<file path="src/rtl/button_debouncer.sv">
// Pushbutton conditioner: 2-FF synchronizer, counter-based stability filter and
// a four-state FSM producing a clean level, press/release pulses, an LED toggle and a press count.
module button_debouncer #(
    parameter int unsigned CNT_WIDTH       = 20,
    parameter int unsigned DEBOUNCE_CYCLES = 500000,
    parameter bit          ACTIVE_LOW      = 1'b1
) (
    input  logic       clk,
    input  logic       rst_n,
    input  logic       btn,
    output logic       btn_level,
    output logic       press_pulse,
    output logic       release_pulse,
    output logic       led,
    output logic [7:0] press_count
);

    localparam int unsigned          COUNT_W  = 8;
    localparam logic [CNT_WIDTH-1:0] CNT_LAST = CNT_WIDTH'(DEBOUNCE_CYCLES - 1);
    localparam logic [CNT_WIDTH-1:0] CNT_ONE  = CNT_WIDTH'(1);

    typedef enum logic [1:0] {
        RELEASED     = 2'd0,
        WAIT_PRESS   = 2'd1,
        PRESSED      = 2'd2,
        WAIT_RELEASE = 2'd3
    } state_e;

    logic                 ff1_q;
    logic                 ff2_q;
    logic                 s_c;
    state_e               state_q,   state_d;
    logic [CNT_WIDTH-1:0] cnt_q,     cnt_d;
    logic                 level_q,   level_d;
    logic                 press_q,   press_d;
    logic                 release_q, release_d;
    logic                 led_q,     led_d;
    logic [COUNT_W-1:0]   count_q,   count_d;

    // Raw pin is synchronized; the reset value is the idle (released) pin level.
    always_ff @(posedge clk or negedge rst_n) begin
        if (!rst_n) begin
            ff1_q <= ACTIVE_LOW;
            ff2_q <= ACTIVE_LOW;
        end else begin
            ff1_q <= btn;
            ff2_q <= ff1_q;
        end
    end

    // Normalized synchronized sample: 1 = pressed.
    assign s_c = ff2_q ^ ACTIVE_LOW;

    always_ff @(posedge clk or negedge rst_n) begin
        if (!rst_n) begin
            state_q   <= RELEASED;
            cnt_q     <= '0;
            level_q   <= 1'b0;
            press_q   <= 1'b0;
            release_q <= 1'b0;
            led_q     <= 1'b0;
            count_q   <= '0;
        end else begin
            state_q   <= state_d;
            cnt_q     <= cnt_d;
            level_q   <= level_d;
            press_q   <= press_d;
            release_q <= release_d;
            led_q     <= led_d;
            count_q   <= count_d;
        end
    end

    // Any opposite sample in a WAIT state drops back to the stable state with no credit kept.
    always_comb begin
        state_d   = state_q;
        cnt_d     = cnt_q;
        level_d   = level_q;
        press_d   = 1'b0;
        release_d = 1'b0;
        led_d     = led_q;
        count_d   = count_q;
        case (state_q)
            RELEASED: begin
                if (s_c) begin
                    state_d = WAIT_PRESS;
                    cnt_d   = CNT_ONE;
                end
            end
            WAIT_PRESS: begin
                if (!s_c) begin
                    state_d = RELEASED;
                    cnt_d   = '0;
                end else if (cnt_q == CNT_LAST) begin
                    state_d = PRESSED;
                    cnt_d   = '0;
                    press_d = 1'b1;
                    level_d = 1'b1;
                    led_d   = ~led_q;
                    count_d = count_q + COUNT_W'(1);
                end else begin
                    cnt_d = cnt_q + CNT_ONE;
                end
            end
            PRESSED: begin
                if (!s_c) begin
                    state_d = WAIT_RELEASE;
                    cnt_d   = CNT_ONE;
                end
            end
            WAIT_RELEASE: begin
                if (s_c) begin
                    state_d = PRESSED;
                    cnt_d   = '0;
                end else if (cnt_q == CNT_LAST) begin
                    state_d   = RELEASED;
                    cnt_d     = '0;
                    release_d = 1'b1;
                    level_d   = 1'b0;
                end else begin
                    cnt_d = cnt_q + CNT_ONE;
                end
            end
            default: begin
                state_d = RELEASED;
                cnt_d   = '0;
            end
        endcase
    end

    assign btn_level     = level_q;
    assign press_pulse   = press_q;
    assign release_pulse = release_q;
    assign led           = led_q;
    assign press_count   = count_q;

endmodule

</file>
<file path="config.mk">
export PLATFORM = sky130hd
export DESIGN_NAME = button_debouncer
export DESIGN_NICKNAME = d
export VERILOG_FILES = /design/src/rtl/button_debouncer.sv
export SDC_FILE = /design/constraint.sdc
export NUM_CORES = 1
export LEC_CHECK = 0
export CAP_MARGIN = 20
export CORE_ASPECT_RATIO = 1.4
export CORE_UTILIZATION = 50
export CTS_CLUSTER_DIAMETER = 150
export DETAILED_ROUTE_END_ITERATION = 6
export PLACE_DENSITY = 0.7
export SYNTH_ARGS = -nofsm -noshare
export SYNTH_HDL_FRONTEND = slang
export SYNTH_SLANG_ARGS = --single-unit
</file>
<file path="constraint.sdc">
create_clock -name clk -period 3.4 [get_ports clk]
set_input_delay 0.85 -clock clk [delete_from_list [all_inputs] [get_ports clk]]
set_output_delay 0.85 -clock clk [all_outputs]
set_load 0.05 [all_outputs]
</file>
==> flow_summary_export.csv, run 1 <==
group,metric,value,unit
worst_setup_path,crit_family,"buffers and inverters",
yosys,synth_area,1939,um^2
worst_setup_path,arrival,1.57,ns
global_routing,grt_max_degree,37,
clocking,cts_tree,"yes",
finish,drive_gt1_frac,0.08837,
timing,fmax,0.4141,GHz
yosys,syn_avg_cell_area,9.601,um^2
hold_path,hp-class,"flop to flop",
yosys,synthCells,202,
clocking,clock_sinks,36,
worst_setup_path,critPathLaunchType,"flop",
routing,wl_met2,2271,um
yosys,synth_fp_nets,207,
floorplanning,fp.dieArea,4135,um^2
clocking,cts_hold_buf,0,
finish,final_cell_mix,"dfrtp_1, nand2_1, o21ai_0, nand3_1, clkdlybuf4s50_1",
yosys,synthArstFlopShare,1.000,
floorplanning,die_w,54.64,um
finish,area_growth,13.42,%
place,port_buffers,14,
finish,nets,219,
routing,dr.pass1.iters,4,
yosys,yosys.area.top_type,"dfrtp_1",
place,place_congestion,0.8103,
floorplanning,core,3676,um^2
floorplanning,die_y,75.69,um
routing,drt_iter0_markers,68,
routing,ant_nets,0,
routing,highest_layer,"met4",
routing,post_drt_wl_per_cell,16.18,um
timing,tns,0,ns
timing,rsz0062_at_grt,"false",
worst_setup_path,critPathRequiredTime,2.55,ns
power_and_ir_drop,power,1.151,mW
place,dp_hpwl,2994,um
global_routing,antenna_found_initial,0,
clocking,ctsResizeCount,0,
timing,slew_headroom,0.3405,
clocking,clock_latency,0.29,ns
global_routing,grt_pass1_wl,7031,um
global_routing,grt_pass1_vias,1566,
yosys,synth_edf_count,0,
clocking,cts_max_level,2,
clocking,cts_root_buffer,"clkbuf_8",
place,postPlaceCellArea,2092,um^2
timing,setup_violations,0,
worst_setup_path,crit_path_max_fanout,5,
timing,tightest_slew,0.9856,ns
worst_setup_path,crit_path_end_kind,"output pin",
finish,layout_commonest_cell,"dfrtp_1",
worst_setup_path,critPathKind,"flop to output pin",
timing,finalCriticalPeriod,2.415,ns
finish,n_fill_cell,306,
power_and_ir_drop,power_leakage,0.9898,nW
routing,met1_length,1654,um
worst_setup_path,critical_path.cell_chain,"clkdlybuf4s50_1",
floorplanning,fp-row-count,26,
timing,skew,0.005448,ns
finish,antennaDiodeCount,0,
outcome,run_status,"completed",
yosys,ys_warn_count,0,
routing,vias_per_cell,6.358,
yosys,seq_area_frac_synth,0.4658,
worst_setup_path,max_stage_delay,0.84,ns
clocking,numCtsBuffers,5,
yosys,ys_top_cells_by_area,"dfrtp_1, o21ai_0, nand3_1, nand2_1, dfstp_2",
global_routing,grt.total_usage,0.2376,
floorplanning,io_pins,15,
power_and_ir_drop,powerDensity,523.3,nW/um^2
worst_setup_path,slowest_stage,"clkdlybuf4s50_1",
flow_run,max_cap_violations,0,
worst_setup_path,critPathBufInv,1,
yosys,ys_types,49,
timing,slew_violations,0,
routing,drc,0,
floorplanning,start_util,0.5276,
clocking,post_cts_buffers,0,
routing,routed_wl,4158,um
routing,wl_met3,194,um
finish,fin_area,2200,um^2
yosys,ys_seq_elements,36,
global_routing,grt_overflow_total,0,
clocking,clk_pin_slew,0.07,ns
routing,num_vias,1634,
yosys,synthFlopType,"dfrtp_1",
timing,hold_violations,0,
power_and_ir_drop,ir_worst_vdd,0.3413,mV
yosys,synth_top_area_frac,0.4387,
clocking,cts_buffer_depth,2,
timing,timing.final.crit_share,0.7103,
[flip-flops by register name (all words and copies together) (netlist names), named ones only]
register	cells
press_pulse	1
btn_level	1
state_q	1
led	1
press_count	8
cnt_q	20
ff2_q	1
ff1_q	1
release_pulse	1
[where the power goes]
part           leakage [nW]  internal, mW  switching [mW]
Sequential            0.489         0.455          0.0511
Combinational         0.445        0.0933           0.186
Clock                0.0552         0.217           0.148
[through the flow]
step	std cells	hold slack, ns	setup WS [ns]	util
6_report	257	0.3599	0.9849	0.5984
5_1_grt	257	0.3661	0.9308	0.5984
4_1_cts	257	0.3619	0.9709	0.5984
3_5_place_dp	249	0.3475	1.240	0.5691
3_3_place_gp	249	0.3577	1.292	0.5691
2_1_floorplan	202	0.3452	1.492	-
[synthesized netlist by cell type, types with 2 or more instances]
| master | count |
|---|---|
| o211ai_1 | 2 |
| a21oi_1 | 10 |
| or3_1 | 3 |
| nand3b_1 | 4 |
| xor2_1 | 6 |
| nor3b_1 | 3 |
| xnor2_1 | 2 |
| clkbuf_1 | 4 |
| nor2_1 | 8 |
| ha_1 | 2 |
| inv_1 | 6 |
| a21o_1 | 6 |
| and3_1 | 8 |
| o21ai_0 | 17 |
| or4_1 | 3 |
| dfrtp_1 | 34 |
| nand4b_1 | 3 |
| nor2b_1 | 2 |
| nand2_1 | 17 |
| and4_1 | 5 |
| nor3_1 | 5 |
| nand3_1 | 14 |
| nand4_1 | 7 |
| dfstp_2 | 2 |
| buf_2 | 5 |
[cells by family (layout without fill, tap and decap cells)]
kind of cell | Yosys count | in the layout | synth area share
AO/OA/AOI/OAI | 44 | 44 | 0.1381
XOR/XNOR | 9 | 9 | 0.04452
adder cells (fa/ha/maj) | 2 | 2 | 0.01290
buffers and inverters | 17 | 30 | 0.03999
flip-flops | 36 | 36 | 0.4658
multiplexers | 2 | 2 | 0.01097
AND/OR/NAND/NOR | 92 | 92 | 0.2878
[worst paths after layout]
path / startpoint / to / slack (ns) / cells past startpoint
min reg2reg: ff1_q / ff2_q / 0.36 / 0
max reg2reg: cnt_q[0] / cnt_q[7] / 1.20 / 7
min: ff1_q / ff2_q / 0.36 / 0
max in group asynchronous: rst_n / ff1_q / 2.09 / 2
min in group asynchronous: rst_n / press_count[2] / 0.97 / 2
max: press_count[2] / press_count[2] / 0.98 / 1
[layout make-up]
| type | instances | area (um^2) | share of cell area |
|---|---|---|---|
| tap | 42 | 52.55 | 0.02389 |
| clock buffer | 6 | 72.57 | 0.03299 |
| inverter | 6 | 22.52 | 0.01024 |
| multi-input combinational | 149 | 958.4 | 0.4357 |
| sequential | 36 | 903.4 | 0.4107 |
| timing repair buffer | 16 | 155.1 | 0.07053 |
| clock inverter | 2 | 35.03 | 0.01593 |
[per-layer routing]
metal,track usage,up-vias
met5,0,-
met4,0.1083,0
met3,0.04391,6
met2,0.4217,53
met1,0.2656,811
li1,-,764
(Power assumes the default switching activity.)
==> run 2, diff against run 1 <==
==> constraint.sdc (replaced) <==
create_clock -name clk -period 2.5 [get_ports clk]
set_input_delay 0.625 -clock clk [delete_from_list [all_inputs] [get_ports clk]]
set_output_delay 0.625 -clock clk [all_outputs]
set_load 0.05 [all_outputs]
==> run 2 against run 1 <==
  * Wire length grew 0.46%
  * Global-route usage shrank 0.97 points
  * Flip-flop and latch count is the same
  * Power grew 38%
  * Combinational power grew 42%
  * Register-to-register slack lost 0.88 ns
  * Sequential share of layout area shrank 0.14 points
  * Utilization grew 0.20 points
  * Largest cell class unchanged
==> flow_summary_export.csv, run 2 (synthesis gave the netlist of run 1 again) <==
group,metric,value,unit
outcome,run_status,"completed",
power_and_ir_drop,powerDensity,720.3,nW/um^2
timing,fmax,0.4589,GHz
finish,drive_gt1_frac,0.09259,
worst_setup_path,critical_path.cell_chain,"ha_1, and4_1, and4_4, a21o_1, or4_1, o21ai_1",
worst_setup_path,r2r_slack,0.32,ns
clocking,clock_latency,0.29,ns
place,postPlaceCellArea,2100,um^2
power_and_ir_drop,switchingPower,0.5378,mW
global_routing,grt_pass1_wl,6768,um
worst_setup_path,max_stage_delay,0.54,ns
global_routing,grt_pass1_vias,1552,
finish,multi_input_area,958.4,um^2
floorplanning,fp-row-count,26,
worst_setup_path,slowest_stage,"or4_1",
hold_path,hp-class,"flop to flop",
timing,rsz0062_at_grt,"false",
floorplanning,die_w,54.64,um
place,place_congestion,0.8412,
floorplanning,core,3676,um^2
finish,register_area,903.4,um^2
worst_setup_path,rr_startpoint,"cnt_q[0]",
timing,hold_violations,0,
clocking,cts_tree,"yes",
power_and_ir_drop,internal_power,1.052,mW
finish,area_growth,13.81,%
hold_path,min_path_cells,0,
power_and_ir_drop,ir_worst_vdd,0.4282,mV
routing,num_vias,1559,
floorplanning,start_util,0.5276,
place,dp_hpwl,2934,um
floorplanning,io_pins,15,
power_and_ir_drop,clkPwrFrac,0.317,
worst_setup_path,r2r-end,"cnt_q[18]",
worst_setup_path,r2r_cells,6,
hold_path,hold_path_end,"ff2_q",
worst_setup_path,critPathBufInv,0,
clocking,numCtsBuffers,5,
timing,timing.final.crit_share,0.8717,
power_and_ir_drop,switching_share,0.3383,
clocking,clock_sinks,36,
timing,slew_violations,0,
clocking,cts_buffer_depth,2,
finish,fin_area,2207,um^2
global_routing,antenna_found_initial,0,
power_and_ir_drop,combPwrFrac,0.249,
routing,drc,0,
worst_setup_path,crit_path_max_fanout,12,
power_and_ir_drop,sequentialPowerShare,0.434,
finish,final_cell_mix,"dfrtp_1, nand2_1, o21ai_0, nand3_1, clkdlybuf4s50_1",
finish,nets,220,
finish,largest_reg_flops,20,
timing,slew_headroom,0.6684,
routing,vias_per_cell,6.043,
finish,antennaDiodeCount,0,
timing,setup_violations,0,
worst_setup_path,critPathKind,"flop to flop",
finish,layout_commonest_cell,"dfrtp_1",
global_routing,grt.total_usage,0.2279,
clocking,ctsResizeCount,0,
timing,finalCriticalPeriod,2.179,ns
timing,skew,0.006059,ns
floorplanning,die_y,75.69,um
worst_setup_path,crit_path_end_kind,"flop",
clocking,cts_root_buffer,"clkbuf_8",
clocking,clk_pin_slew,0.07,ns
worst_setup_path,critPathLaunchType,"flop",
global_routing,grt_max_degree,37,
clocking,cts_max_level,2,
routing,routed_wl,4177,um
place,port_buffers,14,
clocking,cts_hold_buf,0,
worst_setup_path,arrival,2.39,ns
power_and_ir_drop,power_leakage,0.9949,nW
routing,drt_iter0_markers,40,
routing,dr.pass1.iters,4,
routing,ant_nets,0,
timing,tightest_slew,0.4959,ns
global_routing,grt_overflow_total,0,
worst_setup_path,crit_family,"simple AND/OR/NAND/NOR gates",
timing,tns,0,ns
worst_setup_path,critPathRequiredTime,2.71,ns
finish,top_register,"cnt_q",
flow_run,max_cap_violations,0,
finish,n_fill_cell,315,
floorplanning,fp.dieArea,4135,um^2
routing,post_drt_wl_per_cell,16.19,um
hold_path,hp-start,"ff1_q",
clocking,post_cts_buffers,0,
## run 2: metal layers
metal / global-route usage / part of all wire / vias to the layer above
li1: - / - / 763
met1: 0.2519 / 0.42 / 765
met2: 0.4110 / 0.55 / 27
met3: 0.03194 / 0.020 / 4
met4: 0.1111 / 0.0098 / 0
met5: 0 / 0 / -
## run 2: final cells by class
class                      instances  area share
clock buffer                       6     0.03288
clock inverter                     2     0.01587
inverter                           6     0.01020
multi-input combinational        149      0.4342
sequential                        36      0.4093
tap                               42     0.02381
timing repair buffer              17     0.07370
## run 2: worst reg2reg max path, delay by kind of cell, from the launching register on
kind / cells / cell delay [ns]
compound gates: 2 / 0.38
fa+ha+maj: 1 / 0.24
simple gates: 3 / 1.08
flops: 1 / 0.41
## run 2: power groups by stage
stage | registers, mW | clock network [mW] | logic [mW]
after floorplan | 0.648 | 0 | 0.331
after global placement | 0.695 | 0 | 0.380
after detailed placement | 0.699 | 0 | 0.389
after CTS | 0.689 | 0.516 | 0.392
after global routing | 0.700 | 0.539 | 0.430
final | 0.690 | 0.503 | 0.396
## run 2: stage by stage
stage	worst slack (ns)	hold WS, ns	util	total power, mW	cells
floorplan	0.5922	0.3294	-	0.9791	202
global placement	0.4017	0.3513	0.5711	1.075	250
detailed placement	0.3277	0.3510	0.5711	1.088	250
CTS	0.3220	0.3650	0.6004	1.597	258
global route	0.2387	0.3692	0.6004	1.669	258
finish	0.3207	0.3645	0.6004	1.590	258
## run 2: worst max-delay path by stage
| stage | startpoint | endpoint | slack (ns) | cells past startpoint |
|---|---|---|---|---|
| after floorplan | cnt_q[0] | cnt_q[19] | 0.59 | 7 |
| after global placement | cnt_q[0] | cnt_q[19] | 0.40 | 6 |
| after detailed placement | cnt_q[0] | cnt_q[18] | 0.33 | 6 |
| after CTS | press_count[2] | press_count[2] | 0.32 | 1 |
| after global routing | cnt_q[0] | cnt_q[18] | 0.24 | 6 |
| final | cnt_q[0] | cnt_q[18] | 0.32 | 6 |
==> run 3, diff against run 2 <==
--- a/config.mk
+++ b/config.mk
@@ -5,6 +5,7 @@
 export SDC_FILE = /design/constraint.sdc
 export NUM_CORES = 1
 export LEC_CHECK = 0
+export ABC_AREA = 1
 export CAP_MARGIN = 20
 export CORE_ASPECT_RATIO = 1.4
 export CORE_UTILIZATION = 50
==> run 3 against run 2 <==
  * Power decreased by 16%
  * Combinational power decreased by 32%
  * Critical path depth decreased by 5
  * Fmax decreased by 0.33%
  * Sequential power decreased by 6.5%
  * Global-route usage decreased by 0.62 points
  * Clock-buffer cell count decreased by 1
  * Cell count increased by 26%
  * Critical endpoint is now press_count[3]
==> flow_summary_export.csv, run 3 <==
group,metric,value,unit
place,pre_cts_ws,0.6238,ns
floorplanning,die_y,76.78,um
yosys,synthCells,262,
outcome,run_status,"completed",
clocking,ctsResizeCount,0,
timing,setup_violations,0,
clocking,post_cts_buffers,0,
yosys,ys_seq_elements,36,
power_and_ir_drop,powerDensity,591.6,nW/um^2
yosys,ys_warn_count,0,
timing,timing.final.crit_share,0.8746,
clocking,cts_hold_buf,0,
worst_setup_path,critPathRequiredTime,1.88,ns
finish,final_cell_mix,"nand2_1, dfrtp_1, nor2_1, nand3_1, inv_1",
power_and_ir_drop,switching_share,0.3398,
global_routing,grt_overflow_total,0,
floorplanning,start_util,0.5338,
finish,antennaDiodeCount,0,
timing,skew,0.003828,ns
finish,n_fill_cell,341,
yosys,yosys.cell_count.top_type,"nand2_1",
routing,routed_wl,4214,um
finish,drive_gt1_frac,0.1028,
power_and_ir_drop,power,1.339,mW
place,placedCellCount,316,
floorplanning,core,3741,um^2
place,dp_hpwl,3049,um
finish,nets,286,
global_routing,antenna_found_initial,0,
yosys,syn_avg_cell_area,7.622,um^2
finish,multi_input_area,969.7,um^2
routing,ant_nets,0,
yosys,ys_types,28,
timing,fmax,0.4573,GHz
yosys,synth_edf_count,0,
power_and_ir_drop,ir_worst_vdd,0.5779,mV
finish,layout_commonest_cell,"nand2_1",
yosys,yosys.area.top_type,"dfrtp_1",
power_and_ir_drop,switchingPower,0.4550,mW
timing,setup_slack,0.3135,ns
floorplanning,io_pins,15,
worst_setup_path,critPathKind,"flop to output pin",
timing,tightest_slew,0.8139,ns
finish,final_cells,324,
yosys,synthFlopType,"dfrtp_1",
finish,final_util,0.6050,
finish,top_register,"cnt_q",
timing,slew_headroom,0.4574,
yosys,ys_top_cells_by_area,"dfrtp_1, nand2_1, nand3_1, nor2_1, inv_1",
flow_run,max_cap_violations,0,
power_and_ir_drop,internal_power,0.8840,mW
yosys,synth_commonest_cells,"nand2_1, dfrtp_1, nor2_1, nand3_1, inv_1",
yosys,synth_fp_nets,267,
timing,rsz0062_at_grt,"false",
clocking,clock_sinks,36,
floorplanning,fp-row-count,26,
place,port_buffers,14,
timing,holdWs,0.3623,ns
worst_setup_path,r2r_slack,0.71,ns
power_and_ir_drop,clkPwrFrac,0.317,
routing,post_drt_wl_per_cell,13.01,um
routing,drt_iter0_markers,33,
clocking,numCtsBuffers,5,
global_routing,grt_pass1_wl,7479,um
clocking,cts_root_buffer,"clkbuf_8",
global_routing,grt.total_usage,0.2217,
worst_setup_path,critPathBufInv,1,
place,place_congestion,0.8489,
global_routing,grt_pass1_vias,1706,
hold_path,hp-class,"flop to flop",
worst_setup_path,slowest_stage,"clkdlybuf4s50_1",
clocking,cts_max_level,2,
yosys,seq_area_frac_synth,0.4524,
routing,vias_per_cell,5.318,
power_and_ir_drop,sequentialPowerShare,0.481,
clocking,cts_tree,"yes",
timing,slew_violations,0,
worst_setup_path,arrival,1.56,ns
worst_setup_path,max_stage_delay,0.83,ns
routing,num_vias,1723,
routing,drc,0,
place,postPlaceCellArea,2171,um^2
clocking,cts_buffer_depth,2,
yosys,synth_top_area_frac,0.4261,
floorplanning,die_w,55.41,um
routing,dr.pass1.iters,4,
yosys,synthArstFlopShare,1.000,
worst_setup_path,critical_path.cell_chain,"clkdlybuf4s50_1",
finish,fin_area,2263,um^2
finish,register_area,903.4,um^2
worst_setup_path,crit_path_end_kind,"output pin",
worst_setup_path,critPathLaunchType,"flop",
global_routing,grt_max_degree,37,
clocking,clock_latency,0.29,ns
yosys,synth_area,1997,um^2
finish,largest_reg_flops,20,
timing,finalCriticalPeriod,2.187,ns
power_and_ir_drop,power_leakage,1.027,nW
floorplanning,fp.dieArea,4254,um^2
timing,tns,0,ns
clocking,clk_pin_slew,0.08,ns
power_and_ir_drop,combPwrFrac,0.202,
finish,area_growth,13.35,%
worst_setup_path,crit_path_max_fanout,6,
worst_setup_path,crit_family,"buffers and inverters",
timing,hold_violations,0,
[run 3: changes by cell type after synthesis, moves of 6 or more]
cell and change:
and3_1 -8, nor2_1 +18, nand3_1 +11, inv_1 +16
o21ai_0 -7, a21o_1 -6, a21oi_1 -7, nand2_1 +64
[run 3: layer usage]
| layer | global-route usage | up-vias | share of wire | routed length, um |
|---|---|---|---|---|
| li1 | - | 879 | - | - |
| met1 | 0.2538 | 796 | 0.45 | 1890 |
| met2 | 0.3843 | 36 | 0.48 | 2037 |
| met3 | 0.05565 | 12 | 0.042 | 175 |
| met4 | 0.1000 | 0 | 0.026 | 110 |
| met5 | 0 | - | 0 | 0 |
[run 3: final timing paths]
path / start / to / depth (start not counted)
max: press_count[3] / press_count[3] / 1
min: ff1_q / ff2_q / 0
max reg2reg: cnt_q[0] / flop / 9
min reg2reg: ff1_q / ff2_q / 0
max in group asynchronous: rst_n / btn_level / 1
min in group asynchronous: rst_n / cnt_q[3] / 1
[run 3: cell families after synthesis]
kind of cell / after synthesis / share of synthesized area
simple gates: 160 / 0.3628
flops: 36 / 0.4524
buf+inv: 30 / 0.06203
compound gates: 23 / 0.06203
xor+xnor: 11 / 0.04824
fa+ha+maj: 2 / 0.01253
[run 3: power groups by stage]
stage / Combinational, mW / Clock [mW] / Sequential (mW)
global route: 0.303 / 0.460 / 0.648
global placement: 0.266 / 0 / 0.654
finish: 0.270 / 0.424 / 0.645
detailed placement: 0.271 / 0 / 0.655
floorplan: 0.197 / 0 / 0.650
CTS: 0.273 / 0.437 / 0.644
[run 3: cell type report]
cell class                 instances  area share
tap                               42     0.02322
clock inverter                     3     0.01050
clock buffer                       5     0.03040
multi-input combinational        196      0.4284
inverter                          27     0.04533
timing repair buffer              15     0.06302
sequential                        36      0.3991
